==> src/rtl/soc_bus_arbiter_if.sv <==
// -----------------------------------------------------------------------------
// soc_bus_arbiter_if
// Bundles the two master request/response channels and the memory-bus channel
// of soc_bus_arbiter. Member names carry their direction as seen from the
// arbiter (_i = into the arbiter, _o = out of the arbiter).
//   modport slave  : the arbiter's view (serves the masters, drives the bus)
//   modport master : the environment's view (masters plus memory bus)
// Parameters:
//   ADDR_WIDTH : address width
//   DATA_WIDTH : data width; byte-select width is DATA_WIDTH/8
// -----------------------------------------------------------------------------
interface soc_bus_arbiter_if #(
   parameter int ADDR_WIDTH = 32,
   parameter int DATA_WIDTH = 32
);
   localparam int SEL_WIDTH = DATA_WIDTH / 8;

   // master 0 (CPU)
   logic                  m0_stb_i;
   logic                  m0_we_i;
   logic [SEL_WIDTH-1:0]  m0_sel_i;
   logic [ADDR_WIDTH-1:0] m0_addr_i;
   logic [DATA_WIDTH-1:0] m0_data_i;
   logic [DATA_WIDTH-1:0] m0_data_o;
   logic                  m0_ack_o;
   logic                  m0_err_o;

   // master 1 (external host port)
   logic                  m1_stb_i;
   logic                  m1_we_i;
   logic [SEL_WIDTH-1:0]  m1_sel_i;
   logic [ADDR_WIDTH-1:0] m1_addr_i;
   logic [DATA_WIDTH-1:0] m1_data_i;
   logic [DATA_WIDTH-1:0] m1_data_o;
   logic                  m1_ack_o;
   logic                  m1_err_o;

   // memory bus
   logic                  s_stb_o;
   logic                  s_we_o;
   logic [SEL_WIDTH-1:0]  s_sel_o;
   logic [ADDR_WIDTH-1:0] s_addr_o;
   logic [DATA_WIDTH-1:0] s_data_o;
   logic [DATA_WIDTH-1:0] s_data_i;
   logic                  s_ack_i;

   modport slave (
      input  m0_stb_i, m0_we_i, m0_sel_i, m0_addr_i, m0_data_i,
      output m0_data_o, m0_ack_o, m0_err_o,
      input  m1_stb_i, m1_we_i, m1_sel_i, m1_addr_i, m1_data_i,
      output m1_data_o, m1_ack_o, m1_err_o,
      output s_stb_o, s_we_o, s_sel_o, s_addr_o, s_data_o,
      input  s_data_i, s_ack_i
   );

   modport master (
      output m0_stb_i, m0_we_i, m0_sel_i, m0_addr_i, m0_data_i,
      input  m0_data_o, m0_ack_o, m0_err_o,
      output m1_stb_i, m1_we_i, m1_sel_i, m1_addr_i, m1_data_i,
      input  m1_data_o, m1_ack_o, m1_err_o,
      input  s_stb_o, s_we_o, s_sel_o, s_addr_o, s_data_o,
      output s_data_i, s_ack_i
   );
endinterface

==> src/rtl/soc_bus_arbiter.sv <==
// -----------------------------------------------------------------------------
// soc_bus_arbiter
// Two-master, single-outstanding-transfer arbiter onto one memory bus.
// Round-robin between master 0 (CPU) and master 1 (host port), with an
// optional lock that restricts eligibility to one master, and a per-transfer
// timeout that returns a one-cycle error pulse to the owner.
// Ports:
//   clk_i      : clock, rising edge
//   rst_i      : asynchronous active-high reset
//   bus        : soc_bus_arbiter_if.slave (master channels + memory bus)
//   lock_i     : when 1 only master lock_sel_i may be granted
//   lock_sel_i : master index honoured while locked
//   owner_o    : current or last granted master
//   busy_o     : 1 while a transfer is in progress
// -----------------------------------------------------------------------------
module soc_bus_arbiter #(
   parameter int ADDR_WIDTH     = 32,
   parameter int DATA_WIDTH     = 32,
   parameter int TIMEOUT_CYCLES = 255
) (
   input  logic                    clk_i,
   input  logic                    rst_i,
   soc_bus_arbiter_if.slave        bus,
   input  logic                    lock_i,
   input  logic                    lock_sel_i,
   output logic                    owner_o,
   output logic                    busy_o
);
   localparam int          SEL_WIDTH = DATA_WIDTH / 8;
   localparam logic [15:0] TMO_LIMIT = 16'(TIMEOUT_CYCLES);

   typedef enum logic [0:0] {
      ST_IDLE = 1'b0,
      ST_BUSY = 1'b1
   } state_t;

   state_t      state_q;
   logic        owner_q;
   logic        last_owner_q;
   logic [15:0] cnt_q;

   logic                  elig0_s;
   logic                  elig1_s;
   logic                  grant_vld_s;
   logic                  grant_idx_s;
   logic                  own_stb_s;
   logic                  own_we_s;
   logic [SEL_WIDTH-1:0]  own_sel_s;
   logic [ADDR_WIDTH-1:0] own_addr_s;
   logic [DATA_WIDTH-1:0] own_wdata_s;
   logic                  busy_s;
   logic                  timeout_s;
   logic                  live_s;
   logic                  ack_fwd_s;
   logic                  err_s;

   // Arbitration: eligibility under lock, round robin on a tie.
   always_comb begin
      elig0_s     = bus.m0_stb_i & (~lock_i | (lock_sel_i == 1'b0));
      elig1_s     = bus.m1_stb_i & (~lock_i | (lock_sel_i == 1'b1));
      grant_vld_s = elig0_s | elig1_s;
      if (elig0_s & elig1_s) begin
         grant_idx_s = ~last_owner_q;
      end else begin
         grant_idx_s = elig1_s;
      end
   end

   // Request mux: select the owner's request fields.
   always_comb begin
      if (owner_q) begin
         own_stb_s   = bus.m1_stb_i;
         own_we_s    = bus.m1_we_i;
         own_sel_s   = bus.m1_sel_i;
         own_addr_s  = bus.m1_addr_i;
         own_wdata_s = bus.m1_data_i;
      end else begin
         own_stb_s   = bus.m0_stb_i;
         own_we_s    = bus.m0_we_i;
         own_sel_s   = bus.m0_sel_i;
         own_addr_s  = bus.m0_addr_i;
         own_wdata_s = bus.m0_data_i;
      end
   end

   // Transfer status: a transfer is live only while the owner keeps its
   // strobe up, so an abort suppresses both ack and err. Ack beats timeout.
   always_comb begin
      busy_s    = (state_q == ST_BUSY);
      timeout_s = (cnt_q == TMO_LIMIT);
      live_s    = busy_s & own_stb_s;
      ack_fwd_s = live_s & bus.s_ack_i;
      err_s     = live_s & timeout_s & ~bus.s_ack_i;
   end

   // Bus and master outputs; the strobe is withdrawn in the error cycle.
   always_comb begin
      bus.s_stb_o   = live_s & ~err_s;
      bus.s_we_o    = own_we_s;
      bus.s_sel_o   = own_sel_s;
      bus.s_addr_o  = own_addr_s;
      bus.s_data_o  = own_wdata_s;
      bus.m0_data_o = bus.s_data_i;
      bus.m1_data_o = bus.s_data_i;
      bus.m0_ack_o  = ack_fwd_s & ~owner_q;
      bus.m1_ack_o  = ack_fwd_s &  owner_q;
      bus.m0_err_o  = err_s & ~owner_q;
      bus.m1_err_o  = err_s &  owner_q;
   end

   // Control FSM: grant in IDLE, one transfer per BUSY visit. Leaving BUSY
   // always passes through IDLE, which gives the mandatory idle cycle.
   always_ff @(posedge clk_i or posedge rst_i) begin
      if (rst_i) begin
         state_q      <= ST_IDLE;
         owner_q      <= 1'b0;
         last_owner_q <= 1'b1;
         cnt_q        <= 16'd0;
      end else begin
         case (state_q)
            ST_IDLE: begin
               if (grant_vld_s) begin
                  state_q      <= ST_BUSY;
                  owner_q      <= grant_idx_s;
                  last_owner_q <= grant_idx_s;
                  cnt_q        <= 16'd0;
               end else begin
                  state_q <= ST_IDLE;
               end
            end
            ST_BUSY: begin
               if (~own_stb_s | bus.s_ack_i | timeout_s) begin
                  state_q <= ST_IDLE;
               end else begin
                  state_q <= ST_BUSY;
                  if (cnt_q != TMO_LIMIT) begin
                     cnt_q <= cnt_q + 16'd1;
                  end else begin
                     cnt_q <= cnt_q;
                  end
               end
            end
            default: begin
               state_q <= ST_IDLE;
            end
         endcase
      end
   end

   assign busy_o  = (state_q == ST_BUSY);
   assign owner_o = owner_q;

endmodule
==> src/flat_wrapper.sv <==
// flat-port wrapper written by rule: the top's interface ports become plain ports
module soc_bus_arbiter_flat 
#(
   parameter int ADDR_WIDTH     = 32,
   parameter int DATA_WIDTH     = 32,
   parameter int TIMEOUT_CYCLES = 255
)
  (clk_i, rst_i, lock_i, lock_sel_i, owner_o, busy_o, bus_m0_stb_i, bus_m0_we_i, bus_m0_sel_i, bus_m0_addr_i, bus_m0_data_i, bus_m0_data_o, bus_m0_ack_o, bus_m0_err_o, bus_m1_stb_i, bus_m1_we_i, bus_m1_sel_i, bus_m1_addr_i, bus_m1_data_i, bus_m1_data_o, bus_m1_ack_o, bus_m1_err_o, bus_s_stb_o, bus_s_we_o, bus_s_sel_o, bus_s_addr_o, bus_s_data_o, bus_s_data_i, bus_s_ack_i);
  soc_bus_arbiter_if #(.ADDR_WIDTH(ADDR_WIDTH), .DATA_WIDTH(DATA_WIDTH)) bus_i ();
  input  logic clk_i;
  input  logic rst_i;
  input  logic lock_i;
  input  logic lock_sel_i;
  output logic owner_o;
  output logic busy_o;
  input wire logic [$bits(bus_i.m0_stb_i)-1:0] bus_m0_stb_i;
  input wire logic [$bits(bus_i.m0_we_i)-1:0] bus_m0_we_i;
  input wire logic [$bits(bus_i.m0_sel_i)-1:0] bus_m0_sel_i;
  input wire logic [$bits(bus_i.m0_addr_i)-1:0] bus_m0_addr_i;
  input wire logic [$bits(bus_i.m0_data_i)-1:0] bus_m0_data_i;
  output wire logic [$bits(bus_i.m0_data_o)-1:0] bus_m0_data_o;
  output wire logic [$bits(bus_i.m0_ack_o)-1:0] bus_m0_ack_o;
  output wire logic [$bits(bus_i.m0_err_o)-1:0] bus_m0_err_o;
  input wire logic [$bits(bus_i.m1_stb_i)-1:0] bus_m1_stb_i;
  input wire logic [$bits(bus_i.m1_we_i)-1:0] bus_m1_we_i;
  input wire logic [$bits(bus_i.m1_sel_i)-1:0] bus_m1_sel_i;
  input wire logic [$bits(bus_i.m1_addr_i)-1:0] bus_m1_addr_i;
  input wire logic [$bits(bus_i.m1_data_i)-1:0] bus_m1_data_i;
  output wire logic [$bits(bus_i.m1_data_o)-1:0] bus_m1_data_o;
  output wire logic [$bits(bus_i.m1_ack_o)-1:0] bus_m1_ack_o;
  output wire logic [$bits(bus_i.m1_err_o)-1:0] bus_m1_err_o;
  output wire logic [$bits(bus_i.s_stb_o)-1:0] bus_s_stb_o;
  output wire logic [$bits(bus_i.s_we_o)-1:0] bus_s_we_o;
  output wire logic [$bits(bus_i.s_sel_o)-1:0] bus_s_sel_o;
  output wire logic [$bits(bus_i.s_addr_o)-1:0] bus_s_addr_o;
  output wire logic [$bits(bus_i.s_data_o)-1:0] bus_s_data_o;
  input wire logic [$bits(bus_i.s_data_i)-1:0] bus_s_data_i;
  input wire logic [$bits(bus_i.s_ack_i)-1:0] bus_s_ack_i;
  assign bus_i.m0_stb_i = bus_m0_stb_i;
  assign bus_i.m0_we_i = bus_m0_we_i;
  assign bus_i.m0_sel_i = bus_m0_sel_i;
  assign bus_i.m0_addr_i = bus_m0_addr_i;
  assign bus_i.m0_data_i = bus_m0_data_i;
  assign bus_m0_data_o = bus_i.m0_data_o;
  assign bus_m0_ack_o = bus_i.m0_ack_o;
  assign bus_m0_err_o = bus_i.m0_err_o;
  assign bus_i.m1_stb_i = bus_m1_stb_i;
  assign bus_i.m1_we_i = bus_m1_we_i;
  assign bus_i.m1_sel_i = bus_m1_sel_i;
  assign bus_i.m1_addr_i = bus_m1_addr_i;
  assign bus_i.m1_data_i = bus_m1_data_i;
  assign bus_m1_data_o = bus_i.m1_data_o;
  assign bus_m1_ack_o = bus_i.m1_ack_o;
  assign bus_m1_err_o = bus_i.m1_err_o;
  assign bus_s_stb_o = bus_i.s_stb_o;
  assign bus_s_we_o = bus_i.s_we_o;
  assign bus_s_sel_o = bus_i.s_sel_o;
  assign bus_s_addr_o = bus_i.s_addr_o;
  assign bus_s_data_o = bus_i.s_data_o;
  assign bus_i.s_data_i = bus_s_data_i;
  assign bus_i.s_ack_i = bus_s_ack_i;
  soc_bus_arbiter #(.ADDR_WIDTH(ADDR_WIDTH), .DATA_WIDTH(DATA_WIDTH), .TIMEOUT_CYCLES(TIMEOUT_CYCLES)) u_core (.clk_i(clk_i), .rst_i(rst_i), .bus(bus_i), .lock_i(lock_i), .lock_sel_i(lock_sel_i), .owner_o(owner_o), .busy_o(busy_o));
endmodule
==> config.mk <==
export PLATFORM = sky130hd
export DESIGN_NAME = soc_bus_arbiter_flat
export DESIGN_NICKNAME = d
export VERILOG_FILES = /design/src/rtl/soc_bus_arbiter_if.sv /design/src/rtl/soc_bus_arbiter.sv /design/src/flat_wrapper.sv
export SDC_FILE = /design/constraint.sdc
export NUM_CORES = 1
export LEC_CHECK = 0
export CAP_MARGIN = 0
export CORE_AREA = 10 10 115 117
export CTS_BUF_LIST = sky130_fd_sc_hd__clkbuf_2 sky130_fd_sc_hd__clkbuf_4 sky130_fd_sc_hd__clkbuf_8
export DETAILED_ROUTE_END_ITERATION = 6
export DIE_AREA = 0 0 125 127
export PLACE_DENSITY = 0.84
export SYNTH_ARGS = -nofsm -noshare
export SYNTH_HDL_FRONTEND = slang
export SYNTH_SLANG_ARGS = --single-unit
==> constraint.sdc <==
create_clock -name clk_i -period 2.74 [get_ports clk_i]
set_input_delay 0.274 -clock clk_i [delete_from_list [all_inputs] [get_ports clk_i]]
set_output_delay 0.274 -clock clk_i [all_outputs]
set_load 0.05 [all_outputs]
# Word level (Yosys, flattened, before mapping)
# Cells that the tools add are included.
# word_totals
register_bits	19
in_bits	177
word_cells	50
output_inout_bits	140
# op_classes
reduce_logical	2
n_bitwise	25
n_eq_ne	5
mux	13
addsub	1
# op_table
op	count
$mux W32	2
$mux W16	3
$pmux W16 S2	1
$add A16 B1 Y16 const B	1
$eq A16 B8 Y1 const B	1
$ne A16 B8 Y1 const B	1
$and A1 B1 Y1	12
$not A1 Y1	8
$mux W1	5
$or A1 B1 Y1	5
$mux W4	1
$ne A2 B2 Y1 const B	2
$reduce_and A3 Y1	1
$ne A2 B1 Y1 const B	1
$pmux W1 S2	1
$reduce_and A2 Y1	1

# Logic depth before layout (Yosys ltp)
# depth
word_depth	6
mapped_depth	7
depth_no_buf	5

# Least setup slack after synthesis
# No wires, ideal clock.
# synth_path
path_type	register -> output
startpoint	register u_core.cnt_q[0]
endpoint	output port bus_m0_err_o
path_stages_with_launch	7
path_buffers	1
required_time_ns	2.466
t_arrival_ns	1.992
setup_slack_ns	0.474
path_cell_list	dfrtp_1 ha_1 and3_1 and4_4 buf_6 nor2b_1 nor2b_1
# synth_between
elab_chain_cells	4
# synth_lines
item	line_no	source
start, declared	soc_bus_arbiter.sv:40	logic [15:0] cnt_q;
start signal, assigned	soc_bus_arbiter.sv:137	cnt_q <= cnt_q + 16'd1;
start signal, assigned	soc_bus_arbiter.sv:139	cnt_q <= cnt_q;
$eq A16 B8 Y1	soc_bus_arbiter.sv:90	timeout_s = (cnt_q == TMO_LIMIT);
$and A1 B1 Y1 (2 in series)	soc_bus_arbiter.sv:93	err_s = live_s & timeout_s & ~bus.s_ack_i;
$and A1 B1 Y1	soc_bus_arbiter.sv:107	bus.m0_err_o = err_s & ~owner_q;
end, declared	flat_wrapper.sv:23	output wire logic [$bits(bus_i.m0_err_o)-1:0] bus_m0_err_o;
# No other way between the ends.

# Final worst setup path
# layout_path
startpoint	register u_core.owner_q (netlist: u_core.owner_o)
endpoint	output port bus_s_addr_o[21]
# layout_between
elab_chain_cells	1
# layout_lines
item	line_no	source
start, declared	soc_bus_arbiter.sv:38	logic owner_q;
start signal, assigned	soc_bus_arbiter.sv:124	owner_q <= grant_idx_s;
$mux W32	soc_bus_arbiter.sv:71	if (owner_q) begin
end, declared	flat_wrapper.sv:35	output wire logic [$bits(bus_i.s_addr_o)-1:0] bus_s_addr_o;
# No other way between the ends.

==> impl_metrics.json <==
{
  "postLayoutCoreUtil": 0.382,
  "end_kind": "primary output",
  "synth-compound-area-share": 0.101,
  "fin_cells": 548,
  "relSlewSlack": 0.496,
  "crit_path_cell_trace": "buf_12 > mux2_2 > clkdlybuf4s50_1",
  "cts_setup_buffers": 0,
  "critPathTopFamily": "buffers and inverters",
  "powerDensity_nw_per_um2": 675,
  "avgSynthCellArea_um2": 9.36,
  "synth_top_family_by_area": "multiplexers",
  "synth_warnings": 0,
  "final-max-slew-violation-count": 0,
  "antennaDiodeCount": 0,
  "clkTransAtPathRegs_ns": 0.07,
  "initialDrtViolationCount": 174,
  "gp_congestion": 0.944,
  "hold_class": "in2async",
  "status": "finished, final reports clean",
  "cell_internal_pwr_mw": 1.30,
  "die_height_um": 127,
  "viasPerCell": 4.72,
  "p_leak_nw": 1.64,
  "synthCells": 255,
  "slowest_stage": "clkdlybuf4s50_1",
  "synthArstFlopShare": 1.00,
  "ios": 317,
  "numCtsBuffers": 3,
  "grt_pass1_wl_um": 20900,
  "grt_max_degree": 57,
  "p_switching_mw": 1.58,
  "synth.cell_area_um2": 2390,
  "syn_to_final_growth_pct": 78.2,
  "io_buffers": 220,
  "hold_viol": 0,
  "crit_required_ns": 2.47,
  "cp_slowest_stage_delay_ns": 0.72,
  "synth_edf_count": 0,
  "clock_skew_ns": 0.00129,
  "grt_pass1_vias": 3006,
  "max_freq_mhz": 398,
  "holdWs_ns": 0.447,
  "antenna_left": 0,
  "synth.distinct_cells": 37,
  "synth-adder-area-share": 0.00524,
  "irDropWorstVdd_v": 0.000403,
  "comb_power_share": 0.808,
  "placed_cells_incl_taps": 544,
  "reg2reg_setup_slack_ns": 0.75,
  "tns_ns": 0,
  "clock-sinks": 19,
  "nets": 584,
  "grt_overflow_total": 0,
  "cap_violations": 0,
  "ys_ff_latch": 19,
  "avgRoutedWirePerCell_um": 28.0,
  "dpl.hpwl_um": 13800,
  "gr-usage-all-layers": 0.178,
  "design.core.area_um2": 11100,
  "stdcell_area_um2": 4250,
  "vias": 2585,
  "power_mw": 2.87,
  "fin_crit_sh": 0.918,
  "h-tree-depth": 1,
  "crit_buf_inv": 2,
  "yosysSeqAreaShare": 0.200,
  "clockBufferDepth": 2,
  "drc": 0,
  "switching_share": 0.548,
  "min_period_ns": 2.52,
  "final_cell_mix": "185 x clkdlybuf4s50_1, 70 x mux2_2, 34 x buf_4, 17 x dfrtp_1, 13 x nand2_1",
  "cts_tree": "yes",
  "start_util": 0.214,
  "crit_type": "reg2out",
  "antenna_found_initial": 0,
  "startpoint_type": "register",
  "clock_latency_ns": 0.26,
  "critPathArrivalTime_ns": 2.24,
  "seqPwrFrac": 0.122,
  "root_buffer": "clkbuf_8",
  "synthFlopType": "dfrtp_1",
  "wl_um": 15400,
  "die_area_um2": 15900,
  "p_clk_frac": 0.070,
  "crit_fanout": 56,
  "rsz0062_at_grt": "no",
  "drtPass1Iterations": 4,
  "final_common_cell": "clkdlybuf4s50_1",
  "post_synth_mux_area_share": 0.335,
  "synth-simple-area-share": 0.125,
  "synth_nets": 433,
  "drive_above_1_share": 0.289,
  "hold_buffers": 0,
  "setup_slack_ns": 0.225,
  "finalSetupViolCount": 0,
  "placed_area_um2": 4210,
  "rows": 39,
  "pre_cts_slack_ns": 0.481,
  "synthXorXnorAreaFrac": 0,
  "fp.dieW_um": 125,
  "post_cts_resized": 0,
  "worst_slew_pin_slew_ns": 0.756
}
## power groups by stage
| stage | sequential [mW] | combinational, mW | clock (mW) |
|---|---|---|---|
| 2_1_floorplan | 0.360 | 1.68 | 0 |
| 3_3_place_gp | 0.352 | 2.33 | 0 |
| 3_5_place_dp | 0.355 | 2.34 | 0 |
| 4_1_cts | 0.349 | 2.35 | 0.204 |
| 5_1_grt | 0.354 | 2.40 | 0.224 |
| 6_report | 0.349 | 2.32 | 0.202 |
## state kept, by name, summed over array words and instances (netlist names)
signal and flops:
u_core.busy_o 1, u_core.cnt_q 16, u_core.last_owner_q 1, u_core.owner_o 1
## final timing paths
check / start / end / cells past startpoint
worst max register to register: u_core.cnt_q[0]$_DFFE_PP0P_ / u_core.cnt_q[1]$_DFFE_PP0P_ / 5
worst max-delay path: u_core.owner_o$_DFFE_PP0P_ / bus_s_addr_o[21] / 3
max in group asynchronous: rst_i / u_core.owner_o$_DFFE_PP0P_ / 2
min in group clk_i: u_core.last_owner_q$_DFFE_PP1P_ / u_core.last_owner_q$_DFFE_PP1P_ / 2
worst min register to register: u_core.last_owner_q$_DFFE_PP1P_ / u_core.last_owner_q$_DFFE_PP1P_ / 2
worst min-delay path: rst_i / u_core.cnt_q[14]$_DFFE_PP0P_ / 2
## worst register-to-register path, stage by stage, from the launching register on
cell and delay, ns:
dfrtp_1 0.41, ha_1 0.29, and3_1 0.24, and4_4 0.34, or2_0 0.41, o21ai_0 0.17
## cells by family after synthesis
family | count (synthesis)
adders and majority gates | 1
DFF | 19
buffers and inverters | 80
AOI/OAI and AO/OA | 34
muxes | 71
and+or+nand+nor | 50
## area by class of cell
| cell class | count | area (µm²) |
|---|---|---|
| Inverter | 3 | 11.3 |
| Clock inverter | 1 | 5.00 |
| Clock buffer | 3 | 41.3 |
| Fill cell | 1117 | 6870 |
| Timing Repair Buffer | 223 | 2190 |
| Tap cell | 143 | 179 |
| Sequential cell | 19 | 478 |
| Multi-Input combinational cell | 156 | 1350 |
## synth_stat cells, drive strengths merged (2+ instances only)
master  count  area (µm²)
o21ai       3        15.0
nor2b       2        12.5
and3        4        25.0
or4         8        60.1
o31ai      11        82.6
nand3       8        40.0
dfrtp      18         450
and4        3        28.8
a21oi       8        40.0
clkbuf      9        33.8
nand4       3        25.0
o211ai      2        15.0
buf        68         513
nor4        2        12.5
inv         3        11.3
nand2      13        48.8
o311ai      5        43.8
mux2       70         788
## per-layer routing
metal / vias up / GRT usage / share of wire
met3: 46 / 0.0691 / 0.092
li1: 1182 / - / -
met1: 1171 / 0.145 / 0.29
met4: 0 / 0.152 / 0.090
met5: - / 0 / 0
met2: 186 / 0.329 / 0.52
No activity file was read; power rests on OpenSTA's default activity.
